<file path="src/rtl/mmio_pkg.sv">
// Shared definitions for the MMIO responder: bus command encoding and the I/O address map.
package mmio_pkg;

    typedef enum logic [1:0] {
        MNONE  = 2'd0,
        MREAD  = 2'd1,
        MWRITE = 2'd2
    } mem_cmd_t;

    localparam logic [8:0] ADDR_LED     = 9'h100;
    localparam logic [8:0] ADDR_HEX     = 9'h120;
    localparam logic [8:0] ADDR_SW      = 9'h140;
    localparam logic [8:0] ADDR_KEYSTAT = 9'h160;
    localparam logic [8:0] ADDR_CYCLE   = 9'h180;

endpackage

</file>
<file path="src/rtl/sync_2ff.sv">
// Two-flop synchroniser for asynchronous board inputs, with a configurable reset value.
module sync_2ff #(
    parameter int           W         = 1,
    parameter logic [W-1:0] RESET_VAL = '0
) (
    input  logic         clk,
    input  logic         reset,
    input  logic [W-1:0] d,
    output logic [W-1:0] q
);

    logic [W-1:0] meta;

    always_ff @(posedge clk) begin
        if (reset) begin
            meta <= RESET_VAL;
            q    <= RESET_VAL;
        end else begin
            meta <= d;
            q    <= meta;
        end
    end

endmodule

</file>
<file path="src/rtl/mmio_responder.sv">
// CPU data-bus I/O responder: LEDs, HEX value, switches and sticky key flags.
// Define MMIO_CYCLE_COUNTER_EN to map a free-running 16-bit cycle counter at 0x180.
module mmio_responder
    import mmio_pkg::*;
#(
    parameter int AW   = 9,
    parameter int DW   = 16,
    parameter int NKEY = 4
) (
    input  logic            clk,
    input  logic            reset,
    input  logic [1:0]      mem_cmd,
    input  logic [AW-1:0]   mem_addr,
    input  logic [DW-1:0]   write_data,
    input  logic [7:0]      sw_in,
    input  logic [NKEY-1:0] key_n,
    output logic            io_sel,
    output logic [DW-1:0]   rd_data,
    output logic            rd_valid,
    output logic [7:0]      led_out,
    output logic [DW-1:0]   hex_value
);

    logic [7:0]      sw_sync;
    logic [NKEY-1:0] key_sync;
    logic [NKEY-1:0] key_prev;
    logic [NKEY-1:0] key_fall;
    logic [NKEY-1:0] key_status;

    logic hit_led, hit_hex, hit_sw, hit_keystat, hit_cycle;
    logic is_read, is_write;
    logic [DW-1:0] rd_mux;

    sync_2ff #(.W(8), .RESET_VAL(8'h00)) u_sync_sw (
        .clk   (clk),
        .reset (reset),
        .d     (sw_in),
        .q     (sw_sync)
    );

    // Keys idle high, so reset to released to avoid a false press after reset.
    sync_2ff #(.W(NKEY), .RESET_VAL({NKEY{1'b1}})) u_sync_key (
        .clk   (clk),
        .reset (reset),
        .d     (key_n),
        .q     (key_sync)
    );

    assign hit_led     = (mem_addr == AW'(ADDR_LED));
    assign hit_hex     = (mem_addr == AW'(ADDR_HEX));
    assign hit_sw      = (mem_addr == AW'(ADDR_SW));
    assign hit_keystat = (mem_addr == AW'(ADDR_KEYSTAT));

`ifdef MMIO_CYCLE_COUNTER_EN
    logic [15:0] cycle_cnt;

    assign hit_cycle = (mem_addr == AW'(ADDR_CYCLE));

    always_ff @(posedge clk) begin
        if (reset) begin
            cycle_cnt <= 16'h0000;
        end else if (is_write && hit_cycle) begin
            cycle_cnt <= write_data[15:0];
        end else begin
            cycle_cnt <= cycle_cnt + 16'h0001;
        end
    end
`else
    assign hit_cycle = 1'b0;
`endif

    assign io_sel   = hit_led | hit_hex | hit_sw | hit_keystat | hit_cycle;
    assign is_read  = (mem_cmd == MREAD);
    assign is_write = (mem_cmd == MWRITE);
    assign key_fall = key_prev & ~key_sync;

    always_comb begin
        rd_mux = '0;
        if (hit_hex) begin
            rd_mux = hex_value;
        end else if (hit_sw) begin
            rd_mux = DW'(sw_sync);
        end else if (hit_keystat) begin
            rd_mux = DW'(key_status);
        end
`ifdef MMIO_CYCLE_COUNTER_EN
        else if (hit_cycle) begin
            rd_mux = DW'(cycle_cnt);
        end
`endif
    end

    always_ff @(posedge clk) begin
        if (reset) begin
            led_out    <= 8'h00;
            hex_value  <= '0;
            rd_data    <= '0;
            rd_valid   <= 1'b0;
            key_status <= '0;
            key_prev   <= '1;
        end else begin
            key_prev <= key_sync;
            if (is_write && hit_led) begin
                led_out <= write_data[7:0];
            end
            if (is_write && hit_hex) begin
                hex_value <= write_data;
            end
            rd_valid <= is_read && io_sel;
            if (is_read && io_sel) begin
                rd_data <= rd_mux;
            end
            // Clear-on-read, but an edge landing in the same cycle still sets its bit.
            if (is_read && hit_keystat) begin
                key_status <= key_fall;
            end else begin
                key_status <= key_status | key_fall;
            end
        end
    end

endmodule

</file>
<file path="config.mk">
export PLATFORM = sky130hd
export DESIGN_NAME = mmio_responder
export DESIGN_NICKNAME = d
export VERILOG_FILES = /design/src/rtl/mmio_pkg.sv /design/src/rtl/sync_2ff.sv /design/src/rtl/mmio_responder.sv
export SDC_FILE = /design/constraint.sdc
export NUM_CORES = 1
export LEC_CHECK = 0
export ABC_AREA = 1
export ABC_CLOCK_PERIOD_IN_PS = 1700
export BUFFER_PORTS_ARGS = -buffer_cell sky130_fd_sc_hd__buf_2
export CORE_MARGIN = 1.5
export CORE_UTILIZATION = 50
export CTS_CLUSTER_SIZE = 28
export DETAILED_ROUTE_END_ITERATION = 16
export PLACE_DENSITY = 0.8
export RECOVER_POWER = 25
export SLEW_MARGIN = 10
export SYNTH_ARGS = -nofsm -noshare
export SYNTH_HDL_FRONTEND = slang
export SYNTH_HIERARCHICAL = 1
export SYNTH_SLANG_ARGS = --single-unit
</file>
<file path="constraint.sdc">
create_clock -name clk -period 1.7 [get_ports clk]
set_clock_uncertainty 0.15 [all_clocks]
set_input_delay 0.34 -clock clk [delete_from_list [all_inputs] [get_ports clk]]
set_output_delay 0.34 -clock clk [all_outputs]
set_load 0.01 [all_outputs]
</file>
==> results of run 1 <==
## critical path: stages
cell	delay, ns
buf_2	0.10
or2_4	0.25
nor2_4	0.17
o21ai_2	0.10
nand2_4	0.11
buf_6	0.11
## flip-flops by register name, indices dropped and copies added (netlist names)
name             cells
hex_value           16
rd_data             16
led_out              8
u_sync_sw/meta       8
u_sync_sw/q          8
key_prev             4
key_status           4
u_sync_key/meta      4
u_sync_key/q         4
rd_valid             1
## cell usage after synthesis
master	instances
inv_1	65
and2_1	1
buf_2	3
or2_4	1
nand2_1	62
nand2_4	4
nor2_2	5
nor2_4	2
nand2_2	2
inv_2	2
or2_2	4
o21ai_1	6
o21ai_2	1
dfxtp_1	73
buf_4	3
buf_8	1
clkbuf_1	2
o21ai_0	23
buf_1	1
buf_6	4
nand3_1	26
nor2_1	42
a21oi_1	24
## cell type report
class / instances / share of cell area
clock inverters: 7 / 0.03335
flip-flops and latches: 73 / 0.4100
multi-input cells: 203 / 0.2664
inverters: 67 / 0.07055
repair buffers: 100 / 0.1604
clock buffers: 9 / 0.03475
well taps: 70 / 0.02457
## timing repair
item,in CTS,in global routing
setup buffers,0,3
pin swaps,1,3
resized for setup,0,3
cloned,0,0
endpoints found under the setup margin,1,1
## metal layers
layer	vias up	global-route usage	part of all wire
li1	1274	-	-
met1	1059	0.2147	0.43
met2	78	0.3298	0.50
met3	12	0.06824	0.056
met4	0	0.08545	0.022
met5	-	0	0
## how the worst max path moves through the flow
stage	start	end	slack [ns]
final	mem_addr[7]	io_sel	0.03
after global routing	mem_addr[7]	io_sel	0.00005
after CTS	mem_addr[1]	io_sel	0.02
after global placement	mem_addr[7]	rd_data[11]	0.01
after floorplan	mem_addr[1]	rd_data[6]	0.08
after detailed placement	mem_addr[7]	rd_data[8]	-0.03
## kinds of logic (layout without fill, tap and decap cells)
group                  count (synthesis)  count (layout)  synth area share
buffers and inverters                 81             183            0.1302
AOI/OAI and AO/OA                     54              54           0.09901
and+or+nand+nor                      149             149            0.2428
DFF                                   73              73            0.5280
## stage by stage
stage          power (W)  cell area [um^2]  setup WS, ns    util  setup TNS [ns]
2_1_floorplan   0.001876              2768       0.08197       -               0
3_3_place_gp    0.001945              3294       0.01242  0.6290               0
3_5_place_dp    0.001951              3294      -0.03322  0.6290         -0.3844
4_1_cts         0.003547              3537       0.01812  0.6753               0
5_1_grt         0.003651              3565    0.00004885  0.6806               0
6_report        0.003515              3565       0.03337  0.6806               0
## cells in the final DEF (no fill, tap or decap), types with 2 or more instances in the layout
cell type,n
dfxtp_1,73
nor2_1,42
or2_2,4
buf_2,80
buf_12,2
o21ai_0,23
nand2_1,62
o21ai_2,2
clkbuf_8,9
nand2_2,2
a21oi_1,24
nand2_4,4
nand3_1,26
o21ai_1,5
nor2_4,2
clkbuf_1,2
buf_4,15
bufinv_16,3
nor2_2,5
clkinvlp_4,2
inv_1,66
## report_power, final
part           leakage [nW]  internal [W]  switching, W
registers             0.594       0.00174    0.00000948
clock network         0.115      0.000973      0.000632
logic                  1.15     0.0000715     0.0000848
==> results.toml, run 1 <==
[placed_design]
place_congestion = 0.7585
dp_cells = 510
portBuffers = 82
dp_hpwl_um = 4058

[clocking]
clockBufferDepth = 2
cts_buffers = 9
cts_num_sinks = 73
cts_tree = "done"
clockRootBuffer = "clkbuf_8"
insertion_delay_ns = 0.34
clk_pin_slew_ns = 0.07
cts_hold_buf = 0
htreeDepth = 3

[finish]
multi_input_area_um2 = 949.7
final-seq-area_um2 = 1461
drive_gt1_frac = 0.2941
nets = 495
post_layout_nonfiller_instances = 529
syn_to_final_growth_pct = 28.80
num_antenna_cells = 0
nFillCells = 448

[yosys]
netlist.area_leader.share = 0.5280
synth_top_cell_by_area = "dfxtp_1"
seq_area_frac_synth = 0.5280
syn_area_per_cell_um2 = 7.753
synthDistinctLibCells = 23
syn-cell-area_um2 = 2768
synthCells = 357
yosysWarningCount = 6
synth_seq_cells = 73
syn_nets = 398
ys_top_cells_by_area = "dfxtp_1 53%, inv_1 8.8%, nand2_1 8.4%"

[detailed_routing]
wire_per_inst_um = 10.44
first_iter_violations = 93
first_pass_iters = 4
drt_wl_total_um = 5525
drc = 0
vias_per_cell = 4.580
drtAntennaViolNets = 0
vias = 2423

[critical_path]
reg2reg_slack_ns = 0.74
crit_fanout = 6
critPathCaptureType = "primary output"
timing.rr.start = "u_sync_key/q[2]"
worstSetupStartpointType = "primary input"
crit_type = "in2out"
r2r_cells = 2
r2r_end = "key_status[2]"
critPathArrivalTime_ns = 1.18
critPathRequiredTime_ns = 1.21

[timing]
fin_crit_ns = 1.667
fin_hold_ws_ns = 0.02337
fmax_ghz = 0.6000
finalHoldViolCount = 0
setup_viol = 0
worst_pin_slew_ns = 0.6902
finalMaxSlewViolations = 0
fin_crit_sh = 0.9804
rsz0062_at_grt = "false"
relSlewSlack = 0.5398

[floorplanning]
die_w_um = 77.40
num_rows = 26
die_area_um2 = 5991
core_um2 = 5238
fp.dieH_um = 77.40
initial_utilization = 0.5284
ios = 83

[power_and_ir_drop]
peakVddDrop_uv = 748.7
leakage_nw = 1.863
p_per_area_nw_per_um2 = 986.1

[worst_hold_path]
holdPathEnd = "u_sync_key/meta[1]"
min_path_cells = 3
hp-start = "key_n[1]"
hold_path.class = "in2reg"

[global_routing]
antenna_found_initial = 0
groute.usage.overall = 0.1927
grt_pass1_wl_um = 9045
overflow = 0
grt_max_degree = 45
first_global_vias = 2158

[flow_run]
cap_violations = 0

[status]
status = "finished, final reports clean"
(Power assumes the default switching activity.)
==> run 2: changes to the inputs <==
--- a/config.mk
+++ b/config.mk
@@ -12,8 +12,10 @@
 export CORE_UTILIZATION = 50
 export CTS_CLUSTER_SIZE = 28
 export DETAILED_ROUTE_END_ITERATION = 16
+export MAX_ROUTING_LAYER = met4
 export PLACE_DENSITY = 0.8
 export RECOVER_POWER = 25
+export REMOVE_ABC_BUFFERS = 1
 export SLEW_MARGIN = 10
 export SYNTH_ARGS = -nofsm -noshare
 export SYNTH_HDL_FRONTEND = slang
==> results.toml, run 2 (synthesis gave the netlist of run 1 again) <==
[detailed_routing]
top_layer_used = "met4"
vias_per_cell = 4.436
drtAntennaViolNets = 0
wire_per_inst_um = 10.46
first_pass_iters = 4
routed-wl-met2_um = 2621
vias = 2342
drc = 0
drt-met1-wl_um = 2522
first_iter_violations = 101
drt_wl_total_um = 5524
wl_met3_um = 295

[global_routing]
overflow = 0
groute.usage.overall = 0.1988
grt_max_degree = 45
first_global_vias = 2173
antenna_found_initial = 0
grt_pass1_wl_um = 9183

[critical_path]
slowest_stage = "nor2_4"
crit_fanout = 5
cp_top_family = "simple AND/OR/NAND/NOR gates"
crit_type = "in2out"
critPathMaxStageDelay_ns = 0.18
worstPathCellList = "buf_2 -> nor2_2 -> nand2_2 -> nor2_4 -> o21ai_2 -> nand2_4 -> buf_6"
reg2reg_slack_ns = 0.75
critPathRequiredTime_ns = 1.21
timing.rr.start = "u_sync_key/q[0]"
critPathCaptureType = "primary output"
r2r_end = "key_status[0]"
critPathArrivalTime_ns = 1.16
cp_num_buf_inv = 2
worstSetupStartpointType = "primary input"
r2r_cells = 2

[finish]
syn_to_final_growth_pct = 26.99
post_layout_nonfiller_instances = 528
final_area_um2 = 3515
layout_common_cells = "80 x buf_2, 73 x dfxtp_1, 66 x inv_1"
final_common_cell = "buf_2"
top_regs = "hex_value (16), rd_data (16)"
drive_gt1_frac = 0.2969
nets = 494
num_antenna_cells = 0

[timing]
fin_crit_ns = 1.653
fin_hold_ws_ns = 0.03109
fmax_ghz = 0.6048
relSlewSlack = 0.6790
fin_setup_tns_ns = 0
finalHoldViolCount = 0
finalMaxSlewViolations = 0
fin_crit_sh = 0.9726
worst_pin_slew_ns = 0.4814
setup_viol = 0

[floorplanning]
num_rows = 26
core_um2 = 5238
ios = 83
die_area_um2 = 5991
fp.dieH_um = 77.40
die_w_um = 77.40
initial_utilization = 0.5284

[clocking]
htreeDepth = 3
cts_buffers = 9
insertion_delay_ns = 0.34
clockBufferDepth = 2
clk_pin_slew_ns = 0.07
clockRootBuffer = "clkbuf_8"
cts_num_sinks = 73
cts_tree = "done"

[power_and_ir_drop]
p_switching_w = 0.0007165
pwr-share-seq = 0.547
peakVddDrop_uv = 650.2
p_per_area_nw_per_um2 = 912.1
p_sw_frac = 0.2235
combPwrFrac = 0.049
clkPwrFrac = 0.403
intPower_w = 0.002489
leakage_nw = 1.834

[worst_hold_path]
min_path_cells = 3
hp-start = "key_n[2]"
hold_path.class = "in2reg"
holdPathEnd = "u_sync_key/meta[2]"

[flow_run]
cap_violations = 0

[status]
status = "finished, final reports clean"

[placed_design]
dp_hpwl_um = 3988
place_area_um2 = 3294
place_congestion = 0.7864
dp_cells = 510
portBuffers = 82
## run 2: cell types whose count changed in the layout (fill, tap and decap cells not counted), moves of 2 or more
| cell | previous run | this run |
|---|---|---|
| buf_4 | 15 | 13 |
| bufinv_16 | 3 | 1 |
| clkinv_2 | 1 | 3 |
| nor2_1 | 42 | 39 |
| nor2_2 | 5 | 7 |
## run 2: worst max path at each step
stage,from,end,slack (ns),cells past startpoint
after floorplan,mem_addr[8],rd_data[10],0.01,8
after global placement,mem_addr[7],hex_value[15],0.01,8
after detailed placement,mem_addr[7],hex_value[6],-0.04,8
after CTS,mem_addr[7],io_sel,0.02,6
after global routing,mem_addr[1],io_sel,-0.009,7
final,mem_addr[1],io_sel,0.05,7
## run 2: routing by layer
metal / vias to the layer above / global-route usage
met5: - / -
met2: 69 / 0.3263
met3: 8 / 0.04353
li1: 1269 / -
met4: 0 / 0.1109
met1: 996 / 0.2247
## run 2: layout make-up
cell class              instances  area, um^2
fillers                       448        1723
repair buffers                 99       560.5
well taps                      70       87.58
inverters                      67       251.5
clock buffers                   9       123.9
flip-flops and latches         73        1461
clock inverters                 7       68.82
multi-input cells             203       960.9
## run 2: timing repair
| action | in CTS | in global routing |
|---|---|---|
| hold buffers | 0 | 0 |
| resized for setup | 0 | 6 |
| buffers inserted | 0 | 2 |
| endpoints found under the setup margin | 0 | 1 |
## run 2: metrics by stage
| stage | power, W | utilization | worst slack, ns |
|---|---|---|---|
| global placement | 0.001944 | 0.6290 | 0.01325 |
| detailed placement | 0.001949 | 0.6290 | -0.03553 |
| finish | 0.003206 | 0.6710 | 0.04657 |
| CTS | 0.003233 | 0.6658 | 0.01643 |
| floorplan | 0.001861 | - | 0.01453 |
| global route | 0.003337 | 0.6710 | -0.008702 |
## run 2: worst reg2reg max path: cells and delay by family (launching register included)
family             cells  cell delay (ns)
DFF                    1             0.30
and+or+nand+nor        1             0.29
AOI/OAI and AO/OA      1             0.14
## run 2: power by group through the flow
stage / Sequential [W] / Clock [W] / Combinational [W]
detailed placement: 0.00179 / 0 / 0.000155
CTS: 0.00175 / 0.00132 / 0.000156
global placement: 0.00179 / 0 / 0.000151
finish: 0.00175 / 0.00129 / 0.000158
global route: 0.00176 / 0.00140 / 0.000178
floorplan: 0.00179 / 0 / 0.0000689
==> run 3: changes to the inputs <==
--- a/config.mk
+++ b/config.mk
@@ -8,13 +8,13 @@
 export ABC_AREA = 1
 export ABC_CLOCK_PERIOD_IN_PS = 1700
 export BUFFER_PORTS_ARGS = -buffer_cell sky130_fd_sc_hd__buf_2
-export CORE_MARGIN = 1.5
+export CORE_MARGIN = 2
 export CORE_UTILIZATION = 50
+export CTS_CLUSTER_DIAMETER = 150
 export CTS_CLUSTER_SIZE = 28
 export DETAILED_ROUTE_END_ITERATION = 16
 export MAX_ROUTING_LAYER = met4
 export PLACE_DENSITY = 0.8
-export RECOVER_POWER = 25
 export REMOVE_ABC_BUFFERS = 1
 export SLEW_MARGIN = 10
 export SYNTH_ARGS = -nofsm -noshare
==> results.toml, run 3 (synthesis gave the netlist of run 1 again) <==
[power_and_ir_drop]
leakage_nw = 1.834
p_sw_frac = 0.2101
combPwrFrac = 0.050
finalPower_w = 0.003186
intPower_w = 0.002517
p_per_area_nw_per_um2 = 909.5
p_switching_w = 0.0006694
pwr-share-seq = 0.551
clkPwrFrac = 0.400
peakVddDrop_uv = 643.2

[clocking]
cts_num_sinks = 73
cts_buffers = 9
clk_pin_slew_ns = 0.07
cts_hold_buf = 0
insertion_delay_ns = 0.33
htreeDepth = 3
cts_tree = "done"
clockRootBuffer = "clkbuf_8"
clockBufferDepth = 2

[timing]
rsz0062_at_grt = "false"
fin_setup_tns_ns = 0
fin_crit_ns = 1.608
fin_hold_ws_ns = 0.03954
worst_pin_slew_ns = 0.2867
relSlewSlack = 0.8087
setup_viol = 0
finalMaxSlewViolations = 0
finalHoldViolCount = 0
fin_crit_sh = 0.9458
fmax_ghz = 0.6219

[critical_path]
critPathArrivalTime_ns = 1.12
worstSetupStartpointType = "primary input"
crit_type = "in2out"
crit_fanout = 3
critPathCaptureType = "primary output"
critPathRequiredTime_ns = 1.21

[placed_design]
place_congestion = 0.8965
portBuffers = 82
place_area_um2 = 3299
dp_hpwl_um = 4044

[floorplanning]
fp.dieH_um = 78.40
die_w_um = 78.40
initial_utilization = 0.5089
die_area_um2 = 6147
core_um2 = 5439
ios = 83
num_rows = 27

[global_routing]
grt_pass1_wl_um = 9121
first_global_vias = 2217
groute.usage.overall = 0.1921
antenna_found_initial = 0
overflow = 0
grt_max_degree = 45

[finish]
final_area_um2 = 3503
syn_to_final_growth_pct = 26.58
num_antenna_cells = 0
nFillCells = 468
top_regs = "hex_value (16), rd_data (16)"
final_common_cell = "buf_2"
layout_common_cells = "82 x buf_2, 73 x dfxtp_1, 65 x inv_1"
drive_gt1_frac = 0.2998
nets = 495

[worst_hold_path]
hold_path.class = "in2reg"

[detailed_routing]
drtAntennaViolNets = 0
first_pass_iters = 4
first_iter_violations = 80
drc = 0
vias = 2406
wire_per_inst_um = 10.47
drt_wl_total_um = 5537
vias_per_cell = 4.548

[status]
status = "finished, final reports clean"

[flow_run]
cap_violations = 0
-- run 3: cell type report --
type                            count  area [um^2]  share of cell area
Sequential cell                    73         1461              0.4171
Tap cell                           72        90.09             0.02571
Clock inverter                      3        42.54             0.01214
Clock buffer                       11        141.4             0.04036
Inverter                           67        251.5             0.07179
Timing Repair Buffer              100        558.0              0.1593
Multi-Input combinational cell    203        958.4              0.2736
-- run 3: through the flow --
stage | setup slack (ns) | cells | utilization
2_1_floorplan | 0.01453 | 343 | -
3_3_place_gp | -0.02154 | 514 | 0.6066
3_5_place_dp | -0.08157 | 514 | 0.6066
4_1_cts | 0.05448 | 529 | 0.6418
5_1_grt | 0.01979 | 529 | 0.6441
6_report | 0.09212 | 529 | 0.6441
-- run 3: timing repair --
item / in CTS / in global routing
pin swaps: 1 / 1
setup endpoints to repair: 1 / 1
buffers inserted: 1 / 0
hold endpoints to repair: 0 / 0
resized for setup: 0 / 4
-- run 3: critical path: stages --
cell and delay (ns):
buf_2 0.10, nor2_1 0.12, nand2_2 0.11, nor2_4 0.10, o21ai_1 0.10, nand2_4 0.10, buf_2 0.14
-- run 3: worst paths after layout --
path                             end  slack, ns         startpoint  cells after the start
hold / removal    u_sync_key/meta[3]       0.04           key_n[3]                      3
hold reg to reg       u_sync_sw/q[0]       0.25  u_sync_sw/meta[0]                      2
setup reg to reg       key_status[3]       0.74    u_sync_key/q[3]                      2
setup / recovery              io_sel       0.09        mem_addr[1]                      7
-- run 3: power by group through the flow --
| stage | sequential, W | combinational, W | clock [W] |
|---|---|---|---|
| floorplan | 0.00179 | 0.0000689 | 0 |
| global placement | 0.00179 | 0.000151 | 0 |
| detailed placement | 0.00179 | 0.000155 | 0 |
| CTS | 0.00176 | 0.000156 | 0.00131 |
| global route | 0.00176 | 0.000180 | 0.00137 |
| finish | 0.00176 | 0.000158 | 0.00127 |
-- run 3: per-layer routing --
metal,global-route usage,part of all wire,vias to the layer above
met3,0.04138,0.066,11
met4,0.09649,0.013,0
met1,0.2085,0.42,1045
met5,-,0,-
li1,-,-,1271
met2,0.3328,0.50,79
